**src/rtl/jogo_pkg.sv**
```systemverilog
// Shared definitions for the ultimate tic-tac-toe board updater: cell codes,
// controller states and the table of the eight winning lines of a 3x3 board.
package jogo_pkg;

  localparam int unsigned N_CELULAS = 9;

  localparam logic [1:0] VAZIO  = 2'b00;
  localparam logic [1:0] X      = 2'b01;
  localparam logic [1:0] O      = 2'b10;
  localparam logic [1:0] EMPATE = 2'b11;

  typedef enum logic [3:0] {
    StLimpa,
    StIdle,
    StCheca,
    StErro,
    StGrava,
    StVarreMicro,
    StAtualiza,
    StVarreMacro,
    StFeito
  } estado_t;

  // Lines 0..2 rows, 3..5 columns, 6..7 diagonals; three cell indices each.
  localparam logic [0:7][0:2][3:0] LINHAS = {
    4'd0, 4'd1, 4'd2,
    4'd3, 4'd4, 4'd5,
    4'd6, 4'd7, 4'd8,
    4'd0, 4'd3, 4'd6,
    4'd1, 4'd4, 4'd7,
    4'd2, 4'd5, 4'd8,
    4'd0, 4'd4, 4'd8,
    4'd2, 4'd4, 4'd6
  };

  function automatic logic [1:0] codigo_jogador(input logic jogador);
    return jogador ? O : X;
  endfunction

endpackage

```
**src/rtl/verifica_linha.sv**
```systemverilog
// Combinational check: are all three cells of one line of a 3x3 board equal
// to the given player code.
module verifica_linha
  import jogo_pkg::*;
(
  input  logic [N_CELULAS-1:0][1:0] i_tabuleiro,
  input  logic [2:0]                i_linha,
  input  logic [1:0]                i_codigo,
  output logic                      o_acerto
);

  always_comb begin
    o_acerto = 1'b1;
    for (int k = 0; k < 3; k++) begin
      if (i_tabuleiro[LINHAS[i_linha][k]] != i_codigo) begin
        o_acerto = 1'b0;
      end
    end
  end

endmodule

```
**src/rtl/atualiza_tabuleiro.sv**
```systemverilog
// Commits one move to the 81-cell ultimate tic-tac-toe board, resolves the
// micro board and the game, and mirrors closed micro boards to an external RAM.
module atualiza_tabuleiro
  import jogo_pkg::*;
(
  input  logic       clock,
  input  logic       reset,
  input  logic       inicia,
  input  logic [3:0] macro_idx,
  input  logic [3:0] micro_idx,
  input  logic       jogador,
  output logic       ocupado,
  output logic       pronto,
  output logic       erro,
  output logic       micro_vencida,
  output logic       fim_jogo,
  output logic [1:0] vencedor,
  output logic       macro_we,
  output logic [3:0] macro_addr,
  output logic [1:0] macro_data
);

  estado_t                   r_estado;
  logic [3:0]                r_cnt;
  logic [3:0]                r_macro;
  logic [3:0]                r_micro;
  logic [1:0]                r_codigo;
  logic                      r_acerto;
  logic [1:0]                r_cel [81];
  logic [N_CELULAS-1:0][1:0] r_sombra;
  logic                      r_micro_vencida;
  logic                      r_fim;
  logic [1:0]                r_vencedor;

  logic [6:0]                w_base;
  logic [6:0]                w_idx;
  logic [1:0]                w_cel_alvo;
  logic [1:0]                w_sombra_alvo;
  logic [N_CELULAS-1:0][1:0] w_micro_tab;
  logic                      w_micro_cheio;
  logic                      w_macro_cheio;
  logic                      w_acerto_micro;
  logic                      w_acerto_macro;
  logic                      w_invalido;
  logic [1:0]                w_novo;

  // Out-of-range indices wrap here, but CHECA rejects them before any write.
  assign w_base = 7'(r_macro) * 7'd9;
  assign w_idx  = w_base + 7'(r_micro);

  always_comb begin
    w_cel_alvo = VAZIO;
    if (w_idx < 7'd81) begin
      w_cel_alvo = r_cel[w_idx];
    end
  end

  assign w_sombra_alvo = (r_macro < 4'd9) ? r_sombra[r_macro] : VAZIO;

  always_comb begin
    w_micro_cheio = 1'b1;
    w_macro_cheio = 1'b1;
    for (int i = 0; i < N_CELULAS; i++) begin
      w_micro_tab[i] = VAZIO;
      if (w_base + 7'(i) < 7'd81) begin
        w_micro_tab[i] = r_cel[w_base + 7'(i)];
      end
      if (w_micro_tab[i] == VAZIO) w_micro_cheio = 1'b0;
      if (r_sombra[i] == VAZIO)    w_macro_cheio = 1'b0;
    end
  end

  assign w_invalido = (r_macro > 4'd8) || (r_micro > 4'd8) || (w_cel_alvo != VAZIO) ||
                      (w_sombra_alvo != VAZIO) || r_fim;

  assign w_novo = r_acerto ? r_codigo : (w_micro_cheio ? EMPATE : VAZIO);

  verifica_linha u_linha_micro (
    .i_tabuleiro (w_micro_tab),
    .i_linha     (r_cnt[2:0]),
    .i_codigo    (r_codigo),
    .o_acerto    (w_acerto_micro)
  );

  // Player codes are never 11, so drawn macro cells can't complete a line.
  verifica_linha u_linha_macro (
    .i_tabuleiro (r_sombra),
    .i_linha     (r_cnt[2:0]),
    .i_codigo    (r_codigo),
    .o_acerto    (w_acerto_macro)
  );

  always_ff @(posedge clock) begin
    if (reset) begin
      r_estado        <= StLimpa;
      r_cnt           <= '0;
      r_macro         <= '0;
      r_micro         <= '0;
      r_codigo        <= X;
      r_acerto        <= 1'b0;
      r_sombra        <= '0;
      r_micro_vencida <= 1'b0;
      r_fim           <= 1'b0;
      r_vencedor      <= VAZIO;
      for (int i = 0; i < 81; i++) begin
        r_cel[i] <= VAZIO;
      end
    end else begin
      unique case (r_estado)
        StLimpa: begin
          if (r_cnt == 4'(N_CELULAS - 1)) begin
            r_cnt    <= '0;
            r_estado <= StIdle;
          end else begin
            r_cnt <= r_cnt + 4'd1;
          end
        end
        StIdle: begin
          if (inicia) begin
            r_macro         <= macro_idx;
            r_micro         <= micro_idx;
            r_codigo        <= codigo_jogador(jogador);
            r_micro_vencida <= 1'b0;
            r_estado        <= StCheca;
          end
        end
        StCheca: r_estado <= w_invalido ? StErro : StGrava;
        StErro:  r_estado <= StIdle;
        StGrava: begin
          r_cel[w_idx] <= r_codigo;
          r_cnt        <= '0;
          r_acerto     <= 1'b0;
          r_estado     <= StVarreMicro;
        end
        StVarreMicro: begin
          r_acerto <= r_acerto | w_acerto_micro;
          r_cnt    <= r_cnt + 4'd1;
          if (r_cnt == 4'd7) r_estado <= StAtualiza;
        end
        StAtualiza: begin
          if (w_novo != VAZIO) begin
            r_sombra[r_macro] <= w_novo;
            r_micro_vencida   <= 1'b1;
          end
          r_cnt    <= '0;
          r_acerto <= 1'b0;
          r_estado <= StVarreMacro;
        end
        StVarreMacro: begin
          r_acerto <= r_acerto | w_acerto_macro;
          r_cnt    <= r_cnt + 4'd1;
          if (r_cnt == 4'd7) begin
            if (r_acerto || w_acerto_macro) begin
              r_fim      <= 1'b1;
              r_vencedor <= r_codigo;
            end else if (w_macro_cheio) begin
              r_fim      <= 1'b1;
              r_vencedor <= EMPATE;
            end
            r_estado <= StFeito;
          end
        end
        StFeito: r_estado <= StIdle;
        default: r_estado <= StLimpa;
      endcase
    end
  end

  assign ocupado       = (r_estado != StIdle);
  assign pronto        = (r_estado == StErro) || (r_estado == StFeito);
  assign erro          = (r_estado == StErro);
  assign micro_vencida = r_micro_vencida;
  assign fim_jogo      = r_fim;
  assign vencedor      = r_vencedor;

  always_comb begin
    macro_we   = 1'b0;
    macro_addr = r_macro;
    macro_data = VAZIO;
    if (r_estado == StLimpa) begin
      macro_we   = 1'b1;
      macro_addr = r_cnt;
    end else if (r_estado == StAtualiza) begin
      macro_we   = (w_novo != VAZIO);
      macro_data = w_novo;
    end
  end

endmodule

```
**config.mk**
```make
export PLATFORM = sky130hd
export DESIGN_NAME = atualiza_tabuleiro
export DESIGN_NICKNAME = d
export VERILOG_FILES = /design/src/rtl/jogo_pkg.sv /design/src/rtl/verifica_linha.sv /design/src/rtl/atualiza_tabuleiro.sv
export SDC_FILE = /design/constraint.sdc
export NUM_CORES = 1
export LEC_CHECK = 0
export BUFFER_PORTS_ARGS = -buffer_cell sky130_fd_sc_hd__buf_2
export CORE_UTILIZATION = 58
export DETAILED_ROUTE_END_ITERATION = 16
export PLACE_DENSITY = 0.76
export SETUP_SLACK_MARGIN = 0.15
export SYNTH_ARGS = -nofsm -noshare
export SYNTH_HDL_FRONTEND = slang
export SYNTH_SLANG_ARGS = --single-unit
```
**constraint.sdc**
```tcl
create_clock -name clock -period 7.6 [get_ports clock]
set_clock_uncertainty 0.1 [all_clocks]
set_input_delay 0.76 -clock clock [delete_from_list [all_inputs] [get_ports clock]]
set_output_delay 0.76 -clock clock [all_outputs]
set_load 0.1 [all_outputs]
```
After elaboration in Yosys (flattened, before gate mapping)

Memories as Yosys holds them, arrays and structs flattened.
Cells that the tools add are included.

Div/mod/pow operators: 0
Shift-type cells: 0
Equality and inequality tests: 22
Mux-type cells: 86
$mul: 1
Bitwise gates (word level): 3
$add $sub $neg: 10
Reductions and logical operators: 42
Magnitude comparators: 19

Operator list:

| operator                                                                      | count |
|---|---|
| 7-bit less-than comparator (second input constant)                            | 10 |
| 2-bit binary-select mux with 4-bit select                                     | 7 |
| 2-bit two-way mux                                                             | 27 |
| 2-bit logical NOT                                                             | 18 |
| 1-bit two-way mux                                                             | 36 |
| 4-bit case mux with 8 select lines                                            | 1 |
| 7-bit by 3-bit adder with 7-bit output (second input constant)                | 4 |
| 12-bit two-way mux                                                            | 2 |
| 4-bit two-way mux                                                             | 6 |
| 4-bit by 3-bit equality test with 1-bit output (second input constant)        | 5 |
| 4-bit by 5-bit less-than comparator with 1-bit output (second input constant) | 4 |
| 18-bit bitwise mux                                                            | 1 |
| 7-bit by 2-bit adder with 7-bit output (second input constant)                | 2 |
| 2-bit != test                                                                 | 6 |
| 4-bit case mux with 3 select lines                                            | 1 |
| 2-bit != test (second input constant)                                         | 5 |
| 2-bit nonzero test                                                            | 5 |
| 2-bit demux with 4-bit select                                                 | 1 |
| 4-bit by 2-bit equality test with 1-bit output (second input constant)        | 2 |
| 4-bit equality test (second input constant)                                   | 2 |
| 4-bit greater-than comparator (second input constant)                         | 2 |
| 2-bit OR reduction                                                            | 4 |
| 7-bit by 1-bit adder with 7-bit output (second input constant)                | 1 |
| 7-bit by 4-bit adder with 7-bit output                                        | 1 |
| other kinds (21)                                                              | 30 |

Bits in latches: 0
Input bits: 12
Memories kept: 2
Bits in read-only memories: 96
Memory bits (writable): 162
Word-level logic and storage cells: 203
Flip-flop bits (word level): 41

Memories:

| memory          | words | width | read ports | clocked after memory_dff | write ports | line                     | source |
|---|---|---|---|---|---|---|---|
| r_cel           | 81    | 2     | 10         | 0                        | 81          | atualiza_tabuleiro.sv:29 | `logic [1:0] r_cel [81];` |
| (no name shown) | 8     | 12    | 1          | 0                        | 0           | verifica_linha.sv:15     | `if (i_tabuleiro[LINHAS[i_linha][k]] != i_codigo) begin` |

Longest topological paths before layout

Depth in word-level cells: 18
Mapped depth: 22
Mapped depth without buffers: 14

Cells and area by module

A second synthesis with hierarchy kept.

Cell total of the unflattened synthesis: 2126
Area, all modules: 23610.1 um^2

Modules (own cells, without submodules):

| module             | instances | area an instance (um^2) | cells each |
|---|---|---|---|
| atualiza_tabuleiro | 1         | 21961.1                 | 1924 |
| verifica_linha     | 2         | 824.5                   | 101 |

Worst setup path after synthesis

Ideal clock, no wire load.

Path kind: reg2out
From: register r_macro[1]
To: output port macro_data[1]
Stages on the path, launching flop included: 18
Arrival time: 4578 ps
Setup slack: 2162 ps
Cell sequence: dfxtp_1 > buf_6 > buf_12 > clkinv_1 > ha_1 > buf_2 > buf_6 > buf_4 > buf_2 > clkbuf_1 > nand3_1 > o311ai_1 > a311oi_1 > and2_1 > a2111o_1 > nor3_4 > nand2b_1 > and2_1

Longest elaborated chain between the ends: 17
Elaborated cells on any way between the ends: 50
Classes of those cells: add/sub: 8; mul: 1; order compare: 9; mux: 22; reduce/logical: 9; memory: 1

RTL lines:

| element                                                              | line                                               | source |
|---|---|---|
| start: declaration                                                   | atualiza_tabuleiro.sv:25                           | `logic [3:0] r_macro;` |
| start signal: assignment                                             | atualiza_tabuleiro.sv:120                          | `r_macro <= macro_idx;` |
| 4-bit by 4-bit multiplier with 7-bit output (*)                      | atualiza_tabuleiro.sv:48                           | `assign w_base = 7'(r_macro) * 7'd9;` |
| 7-bit by 1-bit adder with 7-bit output, or another cell as far along | atualiza_tabuleiro.sv:65, atualiza_tabuleiro.sv:66 |  |
| memory 81 x 2 bit, or another cell as far along                      | --                                                 |  |
| 2-bit two-way mux / 2-bit logical NOT (equally long branches)        | atualiza_tabuleiro.sv:65, atualiza_tabuleiro.sv:68 |  |
| 2-bit logical NOT / 1-bit two-way mux (equally long branches)        | atualiza_tabuleiro.sv:68                           | `if (w_micro_tab[i] == VAZIO) w_micro_cheio = 1'b0;` |
| 1-bit two-way mux (7 in a row)                                       | atualiza_tabuleiro.sv:68                           |  |
| 1-bit two-way mux (*)                                                | atualiza_tabuleiro.sv:68                           |  |
| 2-bit two-way mux (*) (2 in a row)                                   | atualiza_tabuleiro.sv:76                           | `assign w_novo = r_acerto ? r_codigo : (w_micro_cheio ? EMPATE : VAZIO);` |
| 2-bit two-way mux (*)                                                | atualiza_tabuleiro.sv:183                          | `end else if (r_estado == StAtualiza) begin` |
| 2-bit two-way mux (*)                                                | atualiza_tabuleiro.sv:180                          | `if (r_estado == StLimpa) begin` |
| end: declaration                                                     | atualiza_tabuleiro.sv:20                           | `output logic [1:0] macro_data` |

Every way passes the cells marked *; elsewhere a longest branch is shown, timed or not.

Worst setup path in the final report

From: register r_macro[3]
To: output port macro_data[1]

The elaborated chain is that of the path after synthesis.

==> out/metrics.yaml <==
reg2reg_slack_ns: 1.54
track_usage_pct: 46.2
cap_violations: 0
cp.arrival_ns: 6.42
yosys.cell_types.count: 99
cp_slowest_cell: "ha_1"
ys_async_sr_fraction_pct: 0
grt_pass1_wl_mm: 138
synthXorXnorAreaFrac_pct: 2.48
clkLatencyLatePin_ns: 0.54
rsz0062_at_grt: "no"
synth-seq-cells: 233
syn_nets: 2214
drc_errors: 0
yosys.area_share.simple_pct: 13.2
hp-start: "inicia"
fillers: 3288
core_sq_um: 39800
relSlewSlack_pct: 17.7
place.port_buffers: 25
cts_resized: 0
wire_per_inst_um: 36.4
synth.area.mux_share_pct: 34.5
fin_ws_ns: 0.320
synth_ff_type: "edfxtp_1"
irDropWorstVdd_v: 0.000198
synth_top_family_by_area: "multiplexers"
r2r_end: "r_sombra[12]"
cts_buffers: 24
cts_setup_buffers: 0
worstHoldPathCells: 2
crit_family: "simple AND/OR/NAND/NOR gates"
die-area_sq_um: 41200
finalSetupViolCount: 0
drive_gt1_share_pct: 20.3
synth_edf_count: 192
crit_fanout: 19
min_period_ns: 7.28
r2r_cells: 13
drt_pre_antenna_iters: 7
slew_viol_final: 0
seq_area_frac_synth_pct: 28.1
fin_crit_sh_pct: 95.8
grt-ovfl-total: 0
synth_area_sq_um: 23400
end_kind: "primary output"
place_hpwl_mm: 72.3
synth.largest_area_cell: "edfxtp_1"
tns_ns: 0
worst-path-buf-inv: 1
worst_pin_slew_ns: 1.23
grt_pass1_vias: 19600
worstHoldEndpoint: "micro_vencida"
die_height_um: 203
place_ws_ns: 1.11
synth_compound_area_share_pct: 14.3
start_kind: "flop"
final-hold-violation-count: 0
cts_tree: "yes"
synthCells: 2171
syn_area_per_cell_sq_um: 10.8
drt-initial-drc-count: 3546
leakagePower_nw: 7.72
crit_type: "reg2out"
grt_start_max_net_pins: 140
synth_common_cells: "nor2_1, mux4_2, mux2i_1"
wirelength_mm: 95.4
htreeDepth: 1
die_w_um: 203
synth_top_area_share_pct: 24.6
vias_per_cell: 8.06
hold_path.class: "in2reg"
fin_nets: 2120
required_ns: 6.74
start_util_pct: 58.8
reg2reg_from: "r_macro[3]"
clkSinkCount: 233
final_util_pct: 60.9
synth_area_leaders: "edfxtp_1, mux4_2, mux2i_1, nor2_1, dfxtp_1"
crit_chain: "ha_1 > ha_1 > xnor2_1 > nand2_1 > a211oi_1 > or4_1 > a221o_1 > nand2_1 > o221ai_2 > nor3_4 > nand2b_1 > and2_1 > buf_2"
row_count: 73
cpPeakStageDelay_ns: 0.86
detail-route-antenna-nets: 0
yosysMostFrequentCell: "nor2_1"
synth_warnings: 0
p_per_area_nw_per_um2: 233
antenna_found_initial: 4
clk_pin_slew_worst_paths_ns: 0.07
clock_path_buffers: 3
io_pins: 26
hold_buffers: 0
status: "completed"
synthAdderAreaFrac_pct: 1.69
vias: 21100
routabilityCongestion: 1.12
fmax_mhz: 137
root_buffer: "clkbuf_16"
syn_to_final_growth_pct: 3.53
[final cells by class]
cell class | instances | area, sq um | share of cell area (%)
antenna | 2 | 5.00 | 0.0206
clock buffer | 28 | 637 | 2.62
clock inverter | 14 | 173 | 0.712
inverter | 33 | 124 | 0.511
multi-input combinational | 1713 | 15600 | 64.2
sequential | 233 | 6600 | 27.2
tap | 525 | 657 | 2.71
timing repair buffer | 72 | 490 | 2.02
[cell usage in the layout, fill, tap and decap left out, types with 7 or more instances in the layout]
cell	Yosys	routed
a311oi_1	12	12
edfxtp_1	192	192
a21oi_1	36	36
nor2b_1	18	18
xnor2_1	42	40
nand3_1	67	67
clkinv_1	4	8
and3_1	12	12
o21ai_0	65	65
nand4_1	22	22
a22oi_1	57	57
o2111ai_1	12	12
xor2_1	10	9
mux4_1	7	7
a211o_1	8	8
nand2_1	155	155
nand2b_1	17	17
ha_1	30	27
buf_2	39	25
a31oi_1	12	12
mux2i_1	208	207
nand3b_1	10	10
a211oi_1	12	12
clkbuf_16	0	25
buf_4	18	46
dfxtp_1	41	38
a22o_1	9	9
nor2_1	263	263
o22ai_1	48	48
a2111oi_0	13	13
and2_1	18	18
mux4_2	241	241
inv_1	27	27
o211ai_1	16	16
mux2_2	35	35
o21bai_1	84	84
nor3_1	36	36
[per-stage QoR]
step | std cells | hold slack (ns) | power (W) | area, sq um
after detailed placement | 2576 | 0.355 | 0.00432 | 23400
after CTS | 2618 | 0.336 | 0.00554 | 24300
after global routing | 2618 | 0.363 | 0.00581 | 24300
after global placement | 2576 | 0.356 | 0.00431 | 23400
after floorplan | 2171 | 0.376 | 0.00355 | 23400
final | 2620 | 0.342 | 0.00566 | 24300
[registers in the layout, summed over array words and instances, names as in the netlist]
| name | flops |
|---|---|
| fim_jogo | 1 |
| micro_vencida | 1 |
| r_acerto | 1 |
| r_cel | 192 |
| r_cnt | 4 |
| r_codigo | 2 |
| r_estado | 4 |
| r_macro | 4 |
| r_micro | 4 |
| r_sombra | 18 |
| vencedor | 2 |
[worst max-delay path by stage]
stage	depth (start not counted)	startpoint	endpoint	slack [ns]
6_report	13	r_macro[3]	macro_data[1]	0.32
5_1_grt	13	r_macro[3]	macro_data[1]	0.20
4_1_cts	13	r_macro[3]	macro_data[1]	0.53
3_5_place_dp	13	r_macro[3]	macro_data[1]	1.11
3_3_place_gp	13	r_macro[3]	macro_data[1]	1.25
2_1_floorplan	17	r_macro[1]	macro_data[1]	2.16
[cells by family (layout without fill, tap and decap cells)]
kind of cell | Yosys count | after routing
AOI/OAI and AO/OA | 466 | 466
other | 0 | 2
DFF | 233 | 233
xor gates and xnor gates | 59 | 59
and+or+nand+nor | 666 | 666
muxes | 491 | 491
adders and majority gates | 31 | 31
buffers and inverters | 225 | 147
[routing by layer]
layer	vias up	part of all wire [%]	global-route usage [%]
li1	8433	-	-
met1	10400	35	60.8
met2	1938	42	66.3
met3	363	16	16.6
met4	0	6.5	25.3
met5	-	0	1.90
[power by group]
group	internal, W	leakage (nW)	switching, W	total [W]
clock network	0.000732	0.383	0.000505	0.00124
logic	0.00106	5.07	0.00181	0.00287
registers	0.00143	2.27	0.000128	0.00156
[worst register-to-register path: cells and delay by family (launching register included)]
| family | cells | cell delay, ns |
|---|---|---|
| AO/OA/AOI/OAI | 4 | 0.87 |
| XOR/XNOR | 1 | 0.57 |
| adder cells (fa/ha/maj) | 2 | 1.58 |
| flip-flops | 1 | 0.80 |
| multiplexers | 1 | 0.13 |
| AND/OR/NAND/NOR | 5 | 1.88 |
Note: power is estimated with default switching activity, not from simulation.
